==> config.mk <==
export PLATFORM = sky130hd
export DESIGN_NAME = prog_run_sequencer_flat
export DESIGN_NICKNAME = d
export VERILOG_FILES = /design/src/rtl/prog_run_sequencer_pkg.sv /design/src/rtl/prog_run_sequencer_if.sv /design/src/rtl/prog_run_sequencer_run_timer.sv /design/src/rtl/prog_run_sequencer.sv /design/src/flat_wrapper.sv
export SDC_FILE = /design/constraint.sdc
export NUM_CORES = 1
export LEC_CHECK = 0
export ABC_AREA = 0
export CORE_MARGIN = 3
export CORE_UTILIZATION = 40
export DETAILED_ROUTE_END_ITERATION = 6
export PLACE_DENSITY = 0.74
export REMOVE_ABC_BUFFERS = 1
export SLEW_MARGIN = 20
export SYNTH_ARGS = -nofsm -noshare
export SYNTH_HDL_FRONTEND = slang
export SYNTH_HIERARCHICAL = 1
export SYNTH_SLANG_ARGS = --single-unit
==> constraint.sdc <==
create_clock -name Clk -period 2 [get_ports Clk]
set_input_delay 0.2 -clock Clk [delete_from_list [all_inputs] [get_ports Clk]]
set_output_delay 0.2 -clock Clk [all_outputs]
set_load 0.02 [all_outputs]
==> src/rtl/prog_run_sequencer_pkg.sv <==
// Shared types and constants for the program run sequencer.
// Provides the FSM state encoding, the reset-sequence length and the default counter width.
package seq_pkg;

  typedef enum logic [2:0] {
    S_IDLE   = 3'd0,
    S_RST    = 3'd1,
    S_LAUNCH = 3'd2,
    S_RUN    = 3'd3,
    S_REPORT = 3'd4,
    S_DONE   = 3'd5
  } seq_state_t;

  localparam int SEQ_RST_CYCLES    = 2;
  localparam int SEQ_CYC_W_DEFAULT = 16;

  // Program-select width: enough bits for NUM_PROGS indices, never less than one.
  function automatic int ps_width(input int n);
    return (n > 1) ? $clog2(n) : 1;
  endfunction

endpackage

==> src/rtl/prog_run_sequencer_if.sv <==
// Host/processor-facing signal bundle of the run sequencer.
// The slave modport is the sequencer itself; the master modport is the host/processor side.
interface prog_run_sequencer_if
  import seq_pkg::*;
#(
  parameter int NUM_PROGS = 3,
  parameter int CYC_W     = SEQ_CYC_W_DEFAULT
);

  localparam int PS_W = ps_width(NUM_PROGS);

  logic             Go;
  logic             DutAck;
  logic             DutReset;
  logic             DutStart;
  logic [PS_W-1:0]  ProgSel;
  logic             Busy;
  logic             Done;
  logic [CYC_W-1:0] CycleCount;
  logic             ResultValid;
  logic             TimedOut;

  modport master (
    output Go, DutAck,
    input  DutReset, DutStart, ProgSel, Busy, Done, CycleCount, ResultValid, TimedOut
  );

  modport slave (
    input  Go, DutAck,
    output DutReset, DutStart, ProgSel, Busy, Done, CycleCount, ResultValid, TimedOut
  );

endinterface

==> src/rtl/prog_run_sequencer_run_timer.sv <==
// Saturating run-cycle counter with synchronous clear and enable.
// With SEQ_TIMEOUT_EN defined it also flags when the count equals TIMEOUT.
module run_timer #(
  parameter int CYC_W = 16
`ifdef SEQ_TIMEOUT_EN
  ,
  parameter int TIMEOUT = 16'hFFFF
`endif
) (
  input  logic             Clk,
  input  logic             Reset,
  input  logic             i_clear,
  input  logic             i_enable,
  output logic [CYC_W-1:0] o_count
`ifdef SEQ_TIMEOUT_EN
  ,
  output logic             o_timeout
`endif
);

  logic [CYC_W-1:0] r_count;

  // NOTE: state is updated with non-blocking assignments so every flop samples
  // pre-edge values regardless of block evaluation order.
  always_ff @(posedge Clk) begin
    if (Reset || i_clear) begin
      r_count <= '0;
    end else if (i_enable && (r_count != '1)) begin
      r_count <= r_count + 1'b1;
    end
  end

  assign o_count = r_count;

`ifdef SEQ_TIMEOUT_EN
  assign o_timeout = (r_count == CYC_W'(TIMEOUT));
`endif

endmodule

==> src/rtl/prog_run_sequencer.sv <==
// Batch run controller: resets, launches and times NUM_PROGS programs per Go request.
// Optional watchdog abort of hung programs is enabled by defining SEQ_TIMEOUT_EN.
module prog_run_sequencer
  import seq_pkg::*;
#(
  parameter int NUM_PROGS = 3,
  parameter int CYC_W     = SEQ_CYC_W_DEFAULT,
  parameter int TIMEOUT   = 16'hFFFF
) (
  input  logic                  Clk,
  input  logic                  Reset,
  prog_run_sequencer_if.slave   bus
);

  localparam int              PS_W      = ps_width(NUM_PROGS);
  localparam logic [PS_W-1:0] LAST_PROG = PS_W'(NUM_PROGS - 1);

  // Reject configurations where the counter could never reach the watchdog limit.
  if (NUM_PROGS < 1 || (TIMEOUT >> CYC_W) != 0) begin : g_bad_config
    $error("prog_run_sequencer: NUM_PROGS must be >= 1 and TIMEOUT must fit in CYC_W bits");
  end

  seq_state_t       r_state;
  logic             r_rst_cnt;
  logic [PS_W-1:0]  r_prog_sel;
  logic [CYC_W-1:0] r_cycle_count;

  logic             w_clear;
  logic             w_enable;
  logic [CYC_W-1:0] w_count;
  logic             w_fire;
  logic             w_go_accept;

  assign w_clear     = (r_state == S_LAUNCH);
  assign w_enable    = (r_state == S_RUN) && !bus.DutAck;
  assign w_go_accept = ((r_state == S_IDLE) || (r_state == S_DONE)) && bus.Go;

`ifdef SEQ_TIMEOUT_EN
  logic w_timeout;
  logic r_timed_out;

  run_timer #(
    .CYC_W   (CYC_W),
    .TIMEOUT (TIMEOUT)
  ) u_run_timer (
    .Clk       (Clk),
    .Reset     (Reset),
    .i_clear   (w_clear),
    .i_enable  (w_enable),
    .o_count   (w_count),
    .o_timeout (w_timeout)
  );

  // Ack on the same edge wins over the watchdog.
  assign w_fire = (r_state == S_RUN) && !bus.DutAck && w_timeout;

  always_ff @(posedge Clk) begin
    if (Reset || w_go_accept) begin
      r_timed_out <= 1'b0;
    end else if (r_state == S_RUN) begin
      if (bus.DutAck) begin
        r_timed_out <= 1'b0;
      end else if (w_fire) begin
        r_timed_out <= 1'b1;
      end
    end
  end

  assign bus.TimedOut = r_timed_out;
`else
  run_timer #(
    .CYC_W (CYC_W)
  ) u_run_timer (
    .Clk      (Clk),
    .Reset    (Reset),
    .i_clear  (w_clear),
    .i_enable (w_enable),
    .o_count  (w_count)
  );

  assign w_fire       = 1'b0;
  assign bus.TimedOut = 1'b0;
`endif

  // NOTE: Reset is synchronous here, so it sits inside the clocked branch and
  // is absent from the sensitivity list.
  always_ff @(posedge Clk) begin
    if (Reset) begin
      r_state       <= S_IDLE;
      r_rst_cnt     <= 1'b0;
      r_prog_sel    <= '0;
      r_cycle_count <= '0;
    end else begin
      case (r_state)
        S_IDLE, S_DONE: begin
          if (bus.Go) begin
            r_state    <= S_RST;
            r_rst_cnt  <= 1'b0;
            r_prog_sel <= '0;
          end
        end
        S_RST: begin
          if (r_rst_cnt == 1'(SEQ_RST_CYCLES - 1)) begin
            r_state <= S_LAUNCH;
          end else begin
            r_rst_cnt <= r_rst_cnt + 1'b1;
          end
        end
        S_LAUNCH: begin
          r_state <= S_RUN;
        end
        S_RUN: begin
          // On a watchdog fire the counter already equals TIMEOUT.
          if (bus.DutAck || w_fire) begin
            r_cycle_count <= w_count;
            r_state       <= S_REPORT;
          end
        end
        S_REPORT: begin
          if (r_prog_sel == LAST_PROG) begin
            r_state <= S_DONE;
          end else begin
            r_prog_sel <= r_prog_sel + 1'b1;
            r_rst_cnt  <= 1'b0;
            r_state    <= S_RST;
          end
        end
        default: begin
          r_state <= S_IDLE;
        end
      endcase
    end
  end

  assign bus.DutReset    = (r_state == S_IDLE) || (r_state == S_RST);
  assign bus.DutStart    = (r_state == S_RST)  || (r_state == S_LAUNCH);
  assign bus.Busy        = (r_state == S_RST)  || (r_state == S_LAUNCH) ||
                           (r_state == S_RUN)  || (r_state == S_REPORT);
  assign bus.Done        = (r_state == S_DONE);
  assign bus.ResultValid = (r_state == S_REPORT);
  assign bus.ProgSel     = r_prog_sel;
  assign bus.CycleCount  = r_cycle_count;

endmodule

==> src/flat_wrapper.sv <==
// flat-port wrapper written by rule: the top's interface ports become plain ports
module prog_run_sequencer_flat import seq_pkg::*;
#(
  parameter int NUM_PROGS = 3,
  parameter int CYC_W     = SEQ_CYC_W_DEFAULT,
  parameter int TIMEOUT   = 16'hFFFF
)
  (Clk, Reset, bus_Go, bus_DutAck, bus_DutReset, bus_DutStart, bus_ProgSel, bus_Busy, bus_Done, bus_CycleCount, bus_ResultValid, bus_TimedOut);
  prog_run_sequencer_if #(.NUM_PROGS(NUM_PROGS), .CYC_W(CYC_W)) bus_i ();
  input  logic Clk;
  input  logic Reset;
  input wire logic [$bits(bus_i.Go)-1:0] bus_Go;
  input wire logic [$bits(bus_i.DutAck)-1:0] bus_DutAck;
  output wire logic [$bits(bus_i.DutReset)-1:0] bus_DutReset;
  output wire logic [$bits(bus_i.DutStart)-1:0] bus_DutStart;
  output wire logic [$bits(bus_i.ProgSel)-1:0] bus_ProgSel;
  output wire logic [$bits(bus_i.Busy)-1:0] bus_Busy;
  output wire logic [$bits(bus_i.Done)-1:0] bus_Done;
  output wire logic [$bits(bus_i.CycleCount)-1:0] bus_CycleCount;
  output wire logic [$bits(bus_i.ResultValid)-1:0] bus_ResultValid;
  output wire logic [$bits(bus_i.TimedOut)-1:0] bus_TimedOut;
  assign bus_i.Go = bus_Go;
  assign bus_i.DutAck = bus_DutAck;
  assign bus_DutReset = bus_i.DutReset;
  assign bus_DutStart = bus_i.DutStart;
  assign bus_ProgSel = bus_i.ProgSel;
  assign bus_Busy = bus_i.Busy;
  assign bus_Done = bus_i.Done;
  assign bus_CycleCount = bus_i.CycleCount;
  assign bus_ResultValid = bus_i.ResultValid;
  assign bus_TimedOut = bus_i.TimedOut;
  prog_run_sequencer #(.NUM_PROGS(NUM_PROGS), .CYC_W(CYC_W), .TIMEOUT(TIMEOUT)) u_core (.Clk(Clk), .Reset(Reset), .bus(bus_i));
endmodule
# Word-level counts from Yosys, hierarchy flattened
# Index checks and enable logic that the tools add are counted.
[classes]
shift = 0
muxes = 12
n_div = 0
bitwise = 0
n_reduce_logical = 16
n_eq_ne = 11
n_addsub = 3
order_cmp = 0
multipliers = 0
[op_table]
columns = ["operator", "n"]
rows = [
  ["adder 16 x 1 -> 16 bit (second input constant)", 1],
  ["inequality test 16 bit (second input constant)", 1],
  ["case mux 3 bit (5 select lines)", 1],
  ["two-way mux 3 bit", 4],
  ["AND reduction 3 bit", 3],
  ["equality test 3 x 2 -> 1 bit (second input constant)", 2],
  ["equality test 3 bit (second input constant)", 2],
  ["inequality test 2 bit (second input constant)", 3],
  ["logical OR 1 bit", 5],
  ["two-way mux 2 bit", 2],
  ["case mux 2 bit (2 select lines)", 1],
  ["equality test 3 x 1 -> 1 bit (second input constant)", 1],
  ["logical NOT 3 bit", 1],
  ["two-way mux 1 bit", 3],
  ["case mux 1 bit (3 select lines)", 1],
  ["nonzero test 3 bit", 1],
  ["adder 2 x 1 -> 2 bit (second input constant)", 1],
  ["equality test 2 bit (second input constant)", 1],
  ["logical AND 1 bit", 2],
  ["inequality test 2 x 1 -> 1 bit (second input constant)", 1],
  ["AND reduction 2 bit", 1],
  ["nonzero test 2 bit", 1],
  ["OR reduction 2 bit", 1],
  ["adder 1 bit (second input constant)", 1],
  ["logical NOT 1 bit", 1],
]
[totals]
register_bits = 38
latch_bits = 0
elab_cells = 47
ram_bits = 0
input_bits = 4
n_memories = 0
romBits = 0

# Logic depth before layout (Yosys ltp)
[logic_depth]
word_depth = 4
mapped_depth = 7
ltp_nobuf = 7

# By module
# Netlist, hierarchy kept.
[by_module_without_submodules]
columns = ["mod", "cells_each", "area_per_inst_um2", "n_inst"]
rows = [
  ["prog_run_sequencer", 128, 982.2, 1],
  ["run_timer", 95, 847.1, 1],
]

# Least setup slack after synthesis
# Ideal clock, no wire load.
[synth_path]
path_type = "register to register"
start = "register u_core.r_state[0]"
end = "register u_core.u_run_timer.r_count[14], in the netlist u_core/u_run_timer/o_count[14]"
required_ps = 1930
path_stages_with_launch = 8
synth_period_minus_slack_ps = 1885
path_buffers = 1
t_arrival_ps = 1814
slack_ps = 115
setup_ps = 70
path_cell_list = "dfxtp_1 > buf_4 > nand2_1 > nor2_1 > nand4_1 > a41o_1 > or3_1 > a21oi_1"
[synth_between]
elab_chain_len = 3
elab_cells_between_ends = 5
cone_classes = "eq/ne: 2; reduce/logical: 3"
[synth_lines]
columns = ["item", "line", "rtl"]
rows = [
  ["start, declared", "prog_run_sequencer.sv:23", "seq_state_t r_state;"],
  ["start signal, assigned", "prog_run_sequencer.sv:89", "r_state <= S_IDLE;"],
  ["start signal, assigned", "prog_run_sequencer.sv:97", "r_state <= S_RST;"],
  ["start signal, assigned", "prog_run_sequencer.sv:104", "r_state <= S_LAUNCH;"],
  ["equality test 3 x 2 -> 1 bit", "prog_run_sequencer.sv:35", "assign w_enable = (r_state == S_RUN) && !bus.DutAck;"],
  ["logical AND 1 bit", "prog_run_sequencer.sv:35", ""],
  ["via u_core.w_enable", "prog_run_sequencer.sv:29", "logic w_enable;"],
  ["logical AND 1 bit", "prog_run_sequencer_run_timer.sv:28", "end else if (i_enable && (r_count != '1)) begin"],
  ["end signal, assigned", "prog_run_sequencer_run_timer.sv:29", "r_count <= r_count + 1'b1;"],
  ["end, declared", "prog_run_sequencer_run_timer.sv:21", "logic [CYC_W-1:0] r_count;"],
]
# The timed path passes the listed nets, and every way through them passes these cells.
# A chain may end at the register's enable or synchronous reset.

# Worst setup path in the final report
[layout_path]
start = "register u_core.r_state[0]"
end = "output port bus_ResultValid"
[layout_between]
elab_chain_len = 1
[layout_lines]
columns = ["item", "line", "rtl"]
rows = [
  ["equality test 3 bit", "prog_run_sequencer.sv:140", "assign bus.ResultValid = (r_state == S_REPORT);"],
  ["end, declared", "flat_wrapper.sv:20", "output wire logic [$bits(bus_i.ResultValid)-1:0] bus_ResultValid;"],
]
# Every way passes these cells.

==> results by stage <==
Routing:
- The post-detailed-route count of antenna-violating nets is 0.
- After detailed routing, the number of vias per cell comes to 5.47.
- Across all layers, the routed design uses 1653 vias.
- The first-iteration detailed-routing DRC count is 105.
- Dividing the detail-routed wire length by the instance count gives 13.1 µm.
- For this run, design rule violations remaining after detail routing come to 0.
- The detailed-router iteration count before antenna repair is 4.
- The total wirelength of the detailed-routed design is 3970 µm.

Setup path:
- The maximum fanout along the worst path is 12.
- The data required time of the critical path is 1.80 ns.
- The critical path in this run is classified as register to output port.
- The worst setup path is captured at an output port.
- STA puts the critical path data arrival time at around 1.7 ns.
- The kind of launch point of the worst setup path is a register.

Pwr:
- In this run, the clock network consumes 36.2% of the power.
- The switching share of total power is 23.1%.
- For this design the total switching power over the nets is 325 µW.
- The part of the power in registers is 54.6%.
- Power spread over the standard cell area amounts to 630 nW/µm².
- Per report_power, the combinational group accounts for 9.2% of the total.
- The leakage power summed over all cells is slightly below 0.0008 µW.
- Internal power comes to between 1000 and 1500 µW.
- The worst-case IR drop observed on VDD is 0.000271 V.

Timing:
- The total setup violations reported at the end of the flow is 0.
- The final hold violation count was 0.
- The final-layout setup total negative slack is 0 ns.
- The number of max-slew violations in the final report was 0.
- Derived from the worst setup path, the maximum achievable clock frequency is 531 MHz.
- The final-layout worst hold slack is 0.454 ns.
- In this run the tightest slew margin relative to its limit is 62.7%.
- The routed design could run at a clock period as short as 1.88 ns.
- Dividing the final minimum period by the clock period gives 94.1%.
- The clock tree skew after final layout is 0.00456 ns.
- Setup repair after global routing left no endpoint under its margin.
- The transition time of the tightest slew-check pin is 0.554 ns.

Synthesis:
- The synthesized-area fraction occupied by ao, oa, aoi and oai cells is 19.2%.
- The share of async-settable or async-resettable flops after synthesis is 0%.
- Dividing the synthesized area by the synthesized cell count gives 8.20 µm².
- The count of different cell masters after synthesis is 46.
- After synthesis, the largest family of logic cells by area is simple AND/OR/NAND/NOR gates.
- The xor-xnor portion of the synthesized cell area is 2.87%.
- The cell count after synthesis is 223.
- The number of flops mapped to enable cells by yosys is 0.
- Among all flip-flop cells after synthesis, the most frequent one is sky130_fd_sc_hd__dfxtp_1.
- After Yosys synthesis, full adders, half adders and majority gates account for 1.37% of the synthesized area.
- After synthesis, the share of cell area in mux cells is 0%.
- Synthesis inferred 38 register bits.
- After Yosys synthesis, and, or, nand and nor cells account for between 20 and 30% of the synthesized area.
- The sequential-to-total area share from yosys stat is between 40 and 50%.
- For this run, the number of Yosys warnings is 6.
- The cell area that synthesis handed to floorplanning was 1830 µm².

Place:
- The placed standard-cell area is 2150 µm².
- The HPWL after detailed placement is 2830 µm.
- The number of buffers added on ports is 26.
- The last weighted congestion value of the routability-driven placer is 0.773.

Floorplanning:
- The die boundary height is 73.6 µm.
- 28 I/O pins were placed.
- Once the floorplan was initialized, standard cells occupied a little over two fifths of the core.
- The die boundary width is about 74 µm.
- The area of the core is 4200 µm².
- Row generation in the floorplan step produced 23 rows.
- The area enclosed by the die boundary is 5420 µm².

Status:
- The flow ran to the end, and the final reports show no timing, DRC or antenna violations.

CTS:
- TritonCTS built the clock tree.
- The buffer levels on the longest clock path is 2.
- The number of gates resized after CTS was 0.
- The depth of the CTS H-tree is 2.
- The clock latency on the worst-skew pair is 0.28 ns.
- The buffer count from post-CTS setup fixing is 0.
- Buffers inserted during clock tree synthesis total 5.
- After clock tree synthesis, the flow added hold-fix buffers numbering 0.
- The clock-pin slew on the worst setup and hold paths is 0.07 ns.
- The buffer cell driving the clock tree root is sky130_fd_sc_hd__clkbuf_8.
- Counting every sink on the clock net gives 38.

Global route:
- The initial antenna violation count is 0.
- The final global-route overflow total is 0.
- The first-pass GRT wire length is 6710 µm.
- The via count of the first global-routing pass was 1466.
- The maximum number of pins on one net before global-route repair is 22.
- Across every metal layer, demand over resource in global routing totals 15.9%.

Final layout:
- For this run, the post-layout net count is 259.
- Compared with the post-synthesis result, the final layout area differs by 22.1%.
- The repair_antennas step left the layout with diodes totalling 0.
- In the final layout, the share of cells above drive strength 1 is 9.92%.
- The cell area after layout is between 2000 and 2500 µm².

Job:
- The number of violations of the max-capacitance limit is 0.

Min path:
- The min-delay analysis places its worst path in the category register to register.
## critical path, cell delays in order (launching register included)
cell	delay (ns)
sky130_fd_sc_hd__dfxtp_1	0.35
sky130_fd_sc_hd__buf_4	0.19
sky130_fd_sc_hd__nand2b_1	0.17
sky130_fd_sc_hd__nor2_1	0.09
sky130_fd_sc_hd__clkdlybuf4s50_1	0.60
## final timing paths
path	from	endpoint	slack, ns	cells past startpoint
setup / recovery	u_core/r_state[0]$_SDFFE_PP0P_	bus_ResultValid	0.12	4
hold / removal	u_core/bus.CycleCount[3]$_SDFFE_PP0P_	u_core/bus.CycleCount[3]$_SDFFE_PP0P_	0.45	2
hold reg to reg	u_core/bus.CycleCount[3]$_SDFFE_PP0P_	u_core/bus.CycleCount[3]$_SDFFE_PP0P_	0.45	2
setup reg to reg	u_core/u_run_timer/o_count[1]$_SDFFE_PP0P_	u_core/u_run_timer/o_count[3]$_SDFFE_PP0P_	0.18	5
## logic make-up after synthesis
| logic type | count (synthesis) |
|---|---|
| adder cells (fa/ha/maj) | 2 |
| AO/OA/AOI/OAI | 57 |
| buffers and inverters | 18 |
| XOR/XNOR | 6 |
| other | 1 |
| flip-flops | 38 |
| AND/OR/NAND/NOR | 101 |
## power by group through the flow
stage                     sequential, µW  clock (µW)  combinational (µW)
after floorplan                      794           0                67.5
after CTS                            768         524                 131
final                                769         510                 130
after global routing                 769         548                 144
after global placement               786           0                 128
after detailed placement             786           0                 130
## sequential cells by signal, indices dropped and copies added (netlist names)
| register | flops |
|---|---|
| u_core/bus.CycleCount | 16 |
| u_core/u_run_timer/o_count | 16 |
| u_core/r_state | 3 |
| u_core/bus.ProgSel | 2 |
| u_core/r_rst_cnt | 1 |
## layer usage
metal	vias up	share of wire (%)	global-route usage, %
met4	0	0.96	6.24
met5	-	0	0
met2	33	48	24.8
li1	856	-	-
met3	5	4.8	4.38
met1	759	47	20.9
## layout by cell type (no fill, tap or decap), types with 4 or more instances in the layout
master / count
sky130_fd_sc_hd__a21oi_1: 31
sky130_fd_sc_hd__a31oi_1: 4
sky130_fd_sc_hd__a41o_1: 4
sky130_fd_sc_hd__and4_1: 4
sky130_fd_sc_hd__buf_4: 9
sky130_fd_sc_hd__clkbuf_8: 6
sky130_fd_sc_hd__clkdlybuf4s50_1: 26
sky130_fd_sc_hd__dfxtp_1: 38
sky130_fd_sc_hd__inv_1: 6
sky130_fd_sc_hd__nand2_1: 39
sky130_fd_sc_hd__nand3_1: 6
sky130_fd_sc_hd__nand4_1: 5
sky130_fd_sc_hd__nor2_1: 16
sky130_fd_sc_hd__nor3_1: 4
sky130_fd_sc_hd__o21ai_0: 6
sky130_fd_sc_hd__or3_1: 5
sky130_fd_sc_hd__or4_1: 4
sky130_fd_sc_hd__xnor2_1: 4
## cell usage after synthesis, drive strengths merged (5+ instances only)
cell type,n,area (µm²)
nand3,7,40.0
buf,7,48.8
or3,5,31.3
nor3,5,30.0
o21ai,7,35.0
clkbuf,5,20.0
or4,5,41.3
nor2,16,60.1
dfxtp,38,761
nand2,39,146
nand4,7,65.1
inv,6,22.5
a21oi,31,155
## through the flow
| step | power (µW) | util (%) | setup WS (ns) | instances |
|---|---|---|---|---|
| 3_5_place_dp | 916 | 51.2 | 0.105 | 296 |
| 6_report | 1410 | 53.2 | 0.118 | 302 |
| 2_1_floorplan | 861 | - | -0.0440 | 211 |
| 5_1_grt | 1460 | 53.2 | 0.0265 | 302 |
| 3_3_place_gp | 914 | 51.2 | 0.137 | 296 |
| 4_1_cts | 1420 | 53.2 | 0.109 | 302 |
## final cells by class
class,instances,area (µm²)
inverters,6,22.5
repair buffers,35,328
well taps,50,62.6
flip-flops and latches,38,761
multi-input cells,167,977
clock buffers,6,82.6
fillers,401,1970
No activity file was read; power rests on OpenSTA's default activity.
